===== config.mk =====
export PLATFORM = sky130hd
export DESIGN_NAME = turn_controller_flat
export DESIGN_NICKNAME = d
export VERILOG_FILES = /design/src/rtl/turn_controller_if.sv /design/src/rtl/turn_controller.sv /design/src/flat_wrapper.sv
export SDC_FILE = /design/constraint.sdc
export NUM_CORES = 1
export LEC_CHECK = 0
export ABC_AREA = 0
export BUFFER_PORTS_ARGS = -buffer_cell sky130_fd_sc_hd__buf_2
export CAP_MARGIN = 20
export CORE_MARGIN = 10
export CORE_UTILIZATION = 25
export CTS_CLUSTER_SIZE = 16
export DETAILED_ROUTE_END_ITERATION = 7
export GPL_ROUTABILITY_DRIVEN = 0
export PLACE_DENSITY_LB_ADDON = 0.05
export SYNTH_ARGS = -nofsm -noshare
export SYNTH_HDL_FRONTEND = slang
export SYNTH_SLANG_ARGS = --single-unit

===== constraint.sdc =====
create_clock -name clk -period 2.7 [get_ports clk]
set_clock_uncertainty 0.15 [all_clocks]
set_input_delay 0.54 -clock clk [delete_from_list [all_inputs] [get_ports clk]]
set_output_delay 0.54 -clock clk [all_outputs]
set_load 0.02 [all_outputs]

===== src/rtl/turn_controller_if.sv =====
// rtl/turn_controller_if.sv - player request and recorder commit bundle for turn_controller
interface turn_controller_if;
   logic        req_a;
   logic [3:0]  pos_a;
   logic        req_b;
   logic [3:0]  pos_b;
   logic [17:0] game_grid;
   logic        player_a_move;
   logic        player_b_move;
   logic [3:0]  pos;

   modport master (
      input  req_a, pos_a, req_b, pos_b, game_grid,
      output player_a_move, player_b_move, pos
   );

   modport slave (
      output req_a, pos_a, req_b, pos_b, game_grid,
      input  player_a_move, player_b_move, pos
   );
endinterface


===== src/rtl/turn_controller.sv =====
// rtl/turn_controller.sv - tic-tac-toe turn sequencing, move commit, win and timeout detection
module turn_controller #(
   parameter logic [15:0] TIMEOUT_CYCLES = 16'd1000
) (
   input  logic              clk,
   input  logic              reset,
   input  logic              start,
   turn_controller_if.master bus,
   output logic              game_state,
   output logic              turn,
   output logic [1:0]        winner,
   output logic              illegal,
   output logic              timeout,
   output logic [7:0]        move_count
);

   typedef enum logic [2:0] {IDLE, TURN, ISSUE, SETTLE, CHECK, OVER} state_t;

   state_t      state;
   logic [15:0] timer;

   logic        act_req;
   logic [3:0]  act_pos;
   logic [8:0]  occupied;
   logic [8:0]  marks;
   logic        legal;
   logic        mover_wins;

   // Only the player whose turn it is gets looked at; the grid is indexed only for cells 0-8.
   always_comb begin
      act_req  = turn ? bus.req_b : bus.req_a;
      act_pos  = turn ? bus.pos_b : bus.pos_a;
      occupied = bus.game_grid[8:0] | bus.game_grid[17:9];
      marks    = turn ? bus.game_grid[17:9] : bus.game_grid[8:0];
      legal    = 1'b0;
      if (act_pos <= 4'd8)
         legal = ~occupied[act_pos];
      mover_wins = (marks[0] & marks[1] & marks[2]) |
                   (marks[3] & marks[4] & marks[5]) |
                   (marks[6] & marks[7] & marks[8]) |
                   (marks[0] & marks[3] & marks[6]) |
                   (marks[1] & marks[4] & marks[7]) |
                   (marks[2] & marks[5] & marks[8]) |
                   (marks[0] & marks[4] & marks[8]) |
                   (marks[2] & marks[4] & marks[6]);
   end

   always_ff @(posedge clk) begin
      if (reset) begin
         state             <= IDLE;
         timer             <= 16'd0;
         game_state        <= 1'b0;
         bus.player_a_move <= 1'b0;
         bus.player_b_move <= 1'b0;
         bus.pos           <= 4'd0;
         turn              <= 1'b0;
         winner            <= 2'b00;
         illegal           <= 1'b0;
         timeout           <= 1'b0;
         move_count        <= 8'd0;
      end else begin
         bus.player_a_move <= 1'b0;
         bus.player_b_move <= 1'b0;
         illegal           <= 1'b0;
         timeout           <= 1'b0;
         case (state)
            IDLE, OVER: begin
               if (start) begin
                  state      <= TURN;
                  game_state <= 1'b1;
                  turn       <= 1'b0;
                  winner     <= 2'b00;
                  move_count <= 8'd0;
                  timer      <= 16'd0;
               end
            end
            TURN: begin
               // A legal move wins over an expiring timer in the same cycle.
               if (act_req && legal) begin
                  state   <= ISSUE;
                  bus.pos <= act_pos;
                  if (turn)
                     bus.player_b_move <= 1'b1;
                  else
                     bus.player_a_move <= 1'b1;
               end else begin
                  if (act_req)
                     illegal <= 1'b1;
                  if (timer == TIMEOUT_CYCLES - 16'd1) begin
                     timeout <= 1'b1;
                     turn    <= ~turn;
                     timer   <= 16'd0;
                  end else begin
                     timer <= timer + 16'd1;
                  end
               end
            end
            ISSUE:  state <= SETTLE;
            SETTLE: state <= CHECK;
            CHECK: begin
               if (move_count != 8'hFF)
                  move_count <= move_count + 8'd1;
               if (mover_wins) begin
                  state      <= OVER;
                  game_state <= 1'b0;
                  winner     <= turn ? 2'b10 : 2'b01;
               end else begin
                  state <= TURN;
                  turn  <= ~turn;
                  timer <= 16'd0;
               end
            end
            default: state <= IDLE;
         endcase
      end
   end

endmodule

===== src/flat_wrapper.sv =====
// flat-port wrapper written by rule: the top's interface ports become plain ports
module turn_controller_flat 
#(
   parameter logic [15:0] TIMEOUT_CYCLES = 16'd1000
)
  (clk, reset, start, game_state, turn, winner, illegal, timeout, move_count, bus_req_a, bus_pos_a, bus_req_b, bus_pos_b, bus_game_grid, bus_player_a_move, bus_player_b_move, bus_pos);
  turn_controller_if bus_i ();
  input  logic clk;
  input  logic reset;
  input  logic start;
  output logic game_state;
  output logic turn;
  output logic [1:0] winner;
  output logic illegal;
  output logic timeout;
  output logic [7:0] move_count;
  input wire logic [$bits(bus_i.req_a)-1:0] bus_req_a;
  input wire logic [$bits(bus_i.pos_a)-1:0] bus_pos_a;
  input wire logic [$bits(bus_i.req_b)-1:0] bus_req_b;
  input wire logic [$bits(bus_i.pos_b)-1:0] bus_pos_b;
  input wire logic [$bits(bus_i.game_grid)-1:0] bus_game_grid;
  output wire logic [$bits(bus_i.player_a_move)-1:0] bus_player_a_move;
  output wire logic [$bits(bus_i.player_b_move)-1:0] bus_player_b_move;
  output wire logic [$bits(bus_i.pos)-1:0] bus_pos;
  assign bus_i.req_a = bus_req_a;
  assign bus_i.pos_a = bus_pos_a;
  assign bus_i.req_b = bus_req_b;
  assign bus_i.pos_b = bus_pos_b;
  assign bus_i.game_grid = bus_game_grid;
  assign bus_player_a_move = bus_i.player_a_move;
  assign bus_player_b_move = bus_i.player_b_move;
  assign bus_pos = bus_i.pos;
  turn_controller #(.TIMEOUT_CYCLES(TIMEOUT_CYCLES)) u_core (.clk(clk), .reset(reset), .start(start), .bus(bus_i), .game_state(game_state), .turn(turn), .winner(winner), .illegal(illegal), .timeout(timeout), .move_count(move_count));
endmodule

==> run metrics, run 1 <==
die area=0.0128 sq mm; top cells by area, synth=dfxtp_1 (36%), nor2_1 (6.4%), a21oi_1 (5.1%); die width=113 um; initial core utilization=0.261; fin crit period=2.56 ns; Cells after DPL=between 400 and 500; unrepaired setup endpoints after global routing=no; worst-margin pin slew=0.485 ns; vias in the first global route=2069; top-count cell post-synth=dfxtp_1; Placed Area=between 0.002 and 0.003 sq mm; post-route setup TNS=0 ns; Slew Viols, Final=0; total power=1.39 mW; Syn Area/Cell=about 8.2 sq um; clk sinks=39; Detailed Place HPWL=a little over 5 mm; Worst EP required=2.76 ns; H-tree depth=2; clock buffer depth=2; die span in y=113 um; Final Hold Viols=0; cells along the critical path=mux2i_4, nor3_1, a211o_1, a32oi_4, a211oi_4, buf_4, or4_1, a21oi_1; type of the worst min-delay path=register to register; number of port buffers=50; worst path bufs/invs=1; Setup WS pre-CTS=-0.0120 ns; Crit path depth=8; Netlist Area Pre-Place=0.00218 sq mm; CTS Hold Bufs=0; hold depth=1; register area share after synthesis=0.359; Synth top area share=0.359; Post-synth EDFFs=0; YS warnings=0; routed wl met2=3.08 mm; largest net degree at the start of global routing=23; Yosys reg bits=39; Tcrit/Tclk final=0.948; post-layout util=0.341; Via-to-Cell Ratio=between 4 and 5; crit path DAT=2.62 ns; maxcap violations=0; worst vdd ir=0.205 mV; CP peak stage delay=0.50 ns; WL per Instance=14.6 um; total detailed-routing wirelength=6.47 mm; Clock transition at path regs=0.08 ns; Row Count=33; share of cells above drive strength 1=0.288; maximum fanout along the worst path=10; highest routed layer=met4; Core ar.=around 0.0083 sq mm; Final Cell Area=0.00284 sq mm; final std cells w/o fill=442; WL met3=~280 um; final hold slack=0.332 ns; first-pass GRT wire length=between 10 and 15 mm; ANT nets after route=0; DR vias=between 2000 and 2500; IO Count=slightly above 50; TritonCTS clock tree=yes; # Post-CTS Setup Buffers=0; Crit-path slowest cell=or4_1; status=complete, no violations; Post-Syn Nets=between 200 and 300; final net count=roughly 370; Root Buffer=clkbuf_8; initial antenna violation count=0; Yosys cell types=between 50 and 60; worst reg-to-reg path cell count=8; most area-hungry cell type in the Yosys netlist=dfxtp_1; CP Capture Type=register; cell family with most CP delay=compound AO/OA/AOI/OAI gates; Num CTS Buffers=5; relative slew slack=0.671; most common library cells after synthesis=dfxtp_1 (39), nor2_1 (37), a21oi_1 (22), nand2_1 (19); Post-Synthesis Cells=264; fraction of registers with async set/reset=0; area grow syn2layout=30.6%; Synth Flop Type=dfxtp_1; CP startpoint kind=register; Skew-Pair Late Insertion Delay=0.29 ns; kind of critical path=register to register; fmax=0.391 GHz; GRT Total Usage=0.0992; drt pass-1 iters=4; setup violators final=0; PwrDens=488 mW/mm^2; final setup margin=0.142 ns; Antenna Cells=0; Iter 0 DRT Violations=between 90 and 100; DRC=0; grt total ovfl=0; cts repair resizes=0; Leak Pwr=1.09 nW; met1 WL=3.06 mm
## layout by cell type (no fill, tap or decap), types with 3 or more instances in the layout
cell	instances
a211oi_1	3
a21oi_1	22
a22o_1	8
a22oi_1	4
a31oi_1	6
and2_1	4
buf_2	50
buf_4	27
clkbuf_8	6
dfxtp_1	38
inv_1	7
mux2i_1	4
nand2_1	19
nand2b_1	6
nand3_1	11
nand3b_1	4
nand4_1	5
nand4b_1	3
nor2_1	37
nor3_1	5
nor3b_1	4
o21ai_0	5
o21ai_1	7
or3_1	4
or4_1	5
xnor2_1	3
xor2_1	3
## where the power goes
part | internal, mW | switching, mW | leakage [nW] | total (mW)
logic | 0.128 | 0.150 | 0.718 | 0.279
registers | 0.586 | 0.0124 | 0.316 | 0.598
clock network | 0.299 | 0.211 | 0.0612 | 0.510
## state kept, by name, summed over array words and instances (netlist names)
name and cells:
u_core.timeout 1, u_core.illegal 1, u_core.game_state 1, u_core.winner 2, u_core.turn 1, u_core.bus.player_b_move 1
u_core.bus.pos 4, u_core.move_count 8, u_core.state 3, u_core.bus.player_a_move 1, u_core.timer 16
## worst register-to-register path, stage by stage (launching register included)
cell	delay [ns]
dfxtp_2	0.43
mux2i_4	0.31
nor3_1	0.07
a211o_1	0.31
a32oi_4	0.31
a211oi_4	0.09
buf_4	0.18
or4_1	0.50
a21oi_1	0.13
## final timing paths
path,start,to,slack [ns]
hold / removal,u_core.timer[15],u_core.timer[15],0.33
setup reg to reg,u_core.turn,u_core.turn,0.14
hold reg to reg,u_core.timer[15],u_core.timer[15],0.33
setup / recovery,u_core.turn,u_core.turn,0.14
## kinds of logic after synthesis
kind of cell | after synthesis | share of synthesized area
fa+ha+maj | 2 | 0.0115
flops | 39 | 0.359
buf+inv | 20 | 0.0385
xor+xnor | 6 | 0.0242
simple gates | 116 | 0.280
compound gates | 73 | 0.240
mux | 8 | 0.0471
## area by class of cell
cell class	count	area [sq um]
clock buffer	6	82.6
clock inverter	2	35.0
fill	905	5500
inverter	7	26.3
multi-input combinational	205	1310
sequential	39	782
tap	105	131
timing repair buffer	78	473
## metal layers
layer  up-vias  global-route usage
met4         0              0.0254
met5         -                   0
met1      1008               0.128
met2        32               0.160
met3         5              0.0264
li1       1126                   -
(Power assumes the default switching activity.)
==> run 2, diff against run 1 <==
PLACE_DENSITY = 0.44   (was unset)
PLACE_DENSITY_LB_ADDON = unset   (was 0.05)
==> run 2 against run 1 <==
Net effect:
- hold slack better by 0.0079 ns
- global-route usage down 0.21 points
- power is 5.5% lower
- register-to-register slack hardly changed
- cell area down 3.2%
- via count is 1.8% lower
- count of clock-buffer cells in the layout increased by 2
- sequential share of layout area grew 0.90 points
- flip-flop and latch count stayed put
==> run metrics, run 2 (synthesized netlist as in run 1, its figures left out) <==
Skew-Pair Late Insertion Delay=0.29 ns (about the same); maximum fanout along the worst path=5 (-5); Top reg by flops=u_core.timer; IO Count=51 (unchanged); die area=0.0128 sq mm (unchanged); die span in y=113 um (unchanged); multi-input logic area=0.00132 sq mm (+0.95%); vias in the first global route=2158 (+4.3%); ANT nets after route=0 (unchanged); maxcap violations=0 (unchanged); final net count=356 (-3.5%); initial core utilization=0.261 (unchanged); CP peak stage delay=0.53 ns (+0.03 ns); Tcrit/Tclk final=0.953 (+0.00527); Antenna Cells=0 (unchanged); type of the worst min-delay path=register to register; reg2reg end=u_core.turn; relative slew slack=0.574 (-0.0972); Leak Pwr=1.03 nW (-5.6%); critical path endpoint=u_core.turn; clock share of power=0.333 (-0.035); Num CTS Buffers=5 (unchanged); switching power=0.366 mW (-2.1%); worst path bufs/invs=1 (unchanged); fill cell count=890 (-1.7%); die width=113 um (unchanged); GRT Total Usage=0.0972 (-0.00205); max reg flops=16 (unchanged); status=complete, no violations; Comb power frac=0.210 (+0.009); Reg2Reg Setup Slack=0.13 ns (about the same); Worst setup startpoint=u_core.turn; Core ar.=0.00834 sq mm (unchanged); PwrDens=476 mW/mm^2 (-2.4%); Via-to-Cell Ratio=4.97 (+1.2%); crit path DAT=2.63 ns (about the same); initial antenna violation count=0 (unchanged); Row Count=33 (unchanged); CP Capture Type=register; total power=1.31 mW (-5.5%); Final Cell Area=0.00275 sq mm (-3.2%); worst-margin pin slew=0.639 ns (+0.153 ns); grt total ovfl=0 (unchanged); setup violators final=0 (unchanged); unrepaired setup endpoints after global routing=no; Iter 0 DRT Violations=56 (-40%); TritonCTS clock tree=yes; Worst EP required=2.75 ns (about the same); fmax=0.389 GHz (-0.55%); H-tree depth=2 (unchanged); WL per Instance=14.7 um (+0.75%); switching portion of total power=0.279 (+0.00988); Crit path depth=8 (unchanged); number of port buffers=50 (unchanged); Crit-path slowest cell=or4b_1; area grow syn2layout=26.5%; most frequent cells in the layout=buf_2 (50), dfxtp_1 (38), nor2_1 (37); Slew Viols, Final=0 (unchanged); largest net degree at the start of global routing=34 (+48%); Seq pwr share=0.457 (+0.026); biggest regs=u_core.timer (16), u_core.move_count (8), u_core.bus.pos (4); kind of critical path=register to register; final std cells w/o fill=429 (-2.9%); commonest non-fill, non-tap cell in the layout=buf_2; drt pass-1 iters=4 (unchanged); cells along the critical path=mux2_4, or4b_1, o211ai_2, a32oi_4, a211oi_4, buf_4, o21ai_0, a21oi_1; CP startpoint kind=register; DR vias=2132 (-1.8%); total detailed-routing wirelength=6.33 mm (-2.2%); clock buffer depth=2 (unchanged); Final Hold Viols=0 (unchanged); P_int=0.944 mW (-6.8%); cell family with most CP delay=compound AO/OA/AOI/OAI gates; clk sinks=39 (unchanged); Placed Area=0.00261 sq mm (-4.1%); first-pass GRT wire length=10.5 mm (-2.0%); Clock transition at path regs=0.07 ns (about the same); register area=782 sq um (unchanged); Detailed Place HPWL=4.92 mm (-4.1%); worst reg-to-reg path cell count=8 (unchanged); Cells after DPL=419 (-3.5%); DRC=0 (unchanged); fin crit period=2.57 ns (+0.0142 ns); worst r2r src=u_core.turn; post-layout util=0.330 (-0.0108); share of cells above drive strength 1=0.262 (-0.0255); Root Buffer=clkbuf_8; CTS Hold Bufs=0 (unchanged); worst vdd ir=0.176 mV (-14%)
-- run 2: changes by cell type in the layout (fill, tap and decap cells not counted), sizes merged --
cell and delta:
bufinv -1, buf -13, clkinv -1, clkbuf +2
-- run 2: layer usage --
metal / GRT usage / routed length, um / vias up / part of all wire
met4: 0.0220 / 25 / 0 / 0.0040
li1: - / - / 1092 / -
met5: 0 / 0 / - / 0
met2: 0.160 / 3050 / 36 / 0.48
met1: 0.123 / 2970 / 1002 / 0.47
met3: 0.0264 / 278 / 2 / 0.044
-- run 2: worst min path at each step --
stage                     cells after the start              endpoint                  from
after floorplan                               1      u_core.timer[15]      u_core.timer[15]
after global placement                        1      u_core.timer[15]      u_core.timer[15]
after detailed placement                      2       u_core.timer[9]       u_core.timer[9]
after CTS                                     2       u_core.timer[1]       u_core.timer[1]
after global routing                          2  u_core.move_count[5]  u_core.move_count[5]
final                                         2       u_core.timer[1]       u_core.timer[1]
-- run 2: worst register-to-register path: cells and delay by family, from the launching register on --
family	cells	cell delay, ns
AO/OA/AOI/OAI	5	0.87
buffers and inverters	1	0.19
flip-flops	1	0.42
multiplexers	1	0.32
AND/OR/NAND/NOR	1	0.53
-- run 2: what timing repair did --
item                                    4_1_cts  5_1_grt
endpoints found under the setup margin        2       22
pin swaps                                     1        2
cloned                                        0        0
buffers inserted                              1        1
resized for setup                             0        3
-- run 2: area by class of cell --
| type | instances | area share |
|---|---|---|
| timing repair buffer | 65 | 0.141 |
| tap | 105 | 0.0477 |
| sequential | 39 | 0.284 |
| clock buffer | 8 | 0.0364 |
| inverter | 7 | 0.00955 |
| multi-input combinational | 205 | 0.481 |
-- run 2: per-stage QoR --
step	hold WS (ns)	setup TNS, ns	setup WS, ns
3_5_place_dp	0.327	-0.287	-0.0823
3_3_place_gp	0.309	-0.0198	-0.0152
6_report	0.340	0	0.127
4_1_cts	0.342	0	0.00574
2_1_floorplan	0.289	0	0.0835
5_1_grt	0.366	0	0.00552
-- run 2: power groups by stage --
stage | registers, mW | logic (mW) | clock network, mW
final | 0.598 | 0.275 | 0.436
after global routing | 0.600 | 0.304 | 0.478
after CTS | 0.598 | 0.271 | 0.458
after detailed placement | 0.611 | 0.266 | 0
after global placement | 0.612 | 0.267 | 0
after floorplan | 0.612 | 0.157 | 0
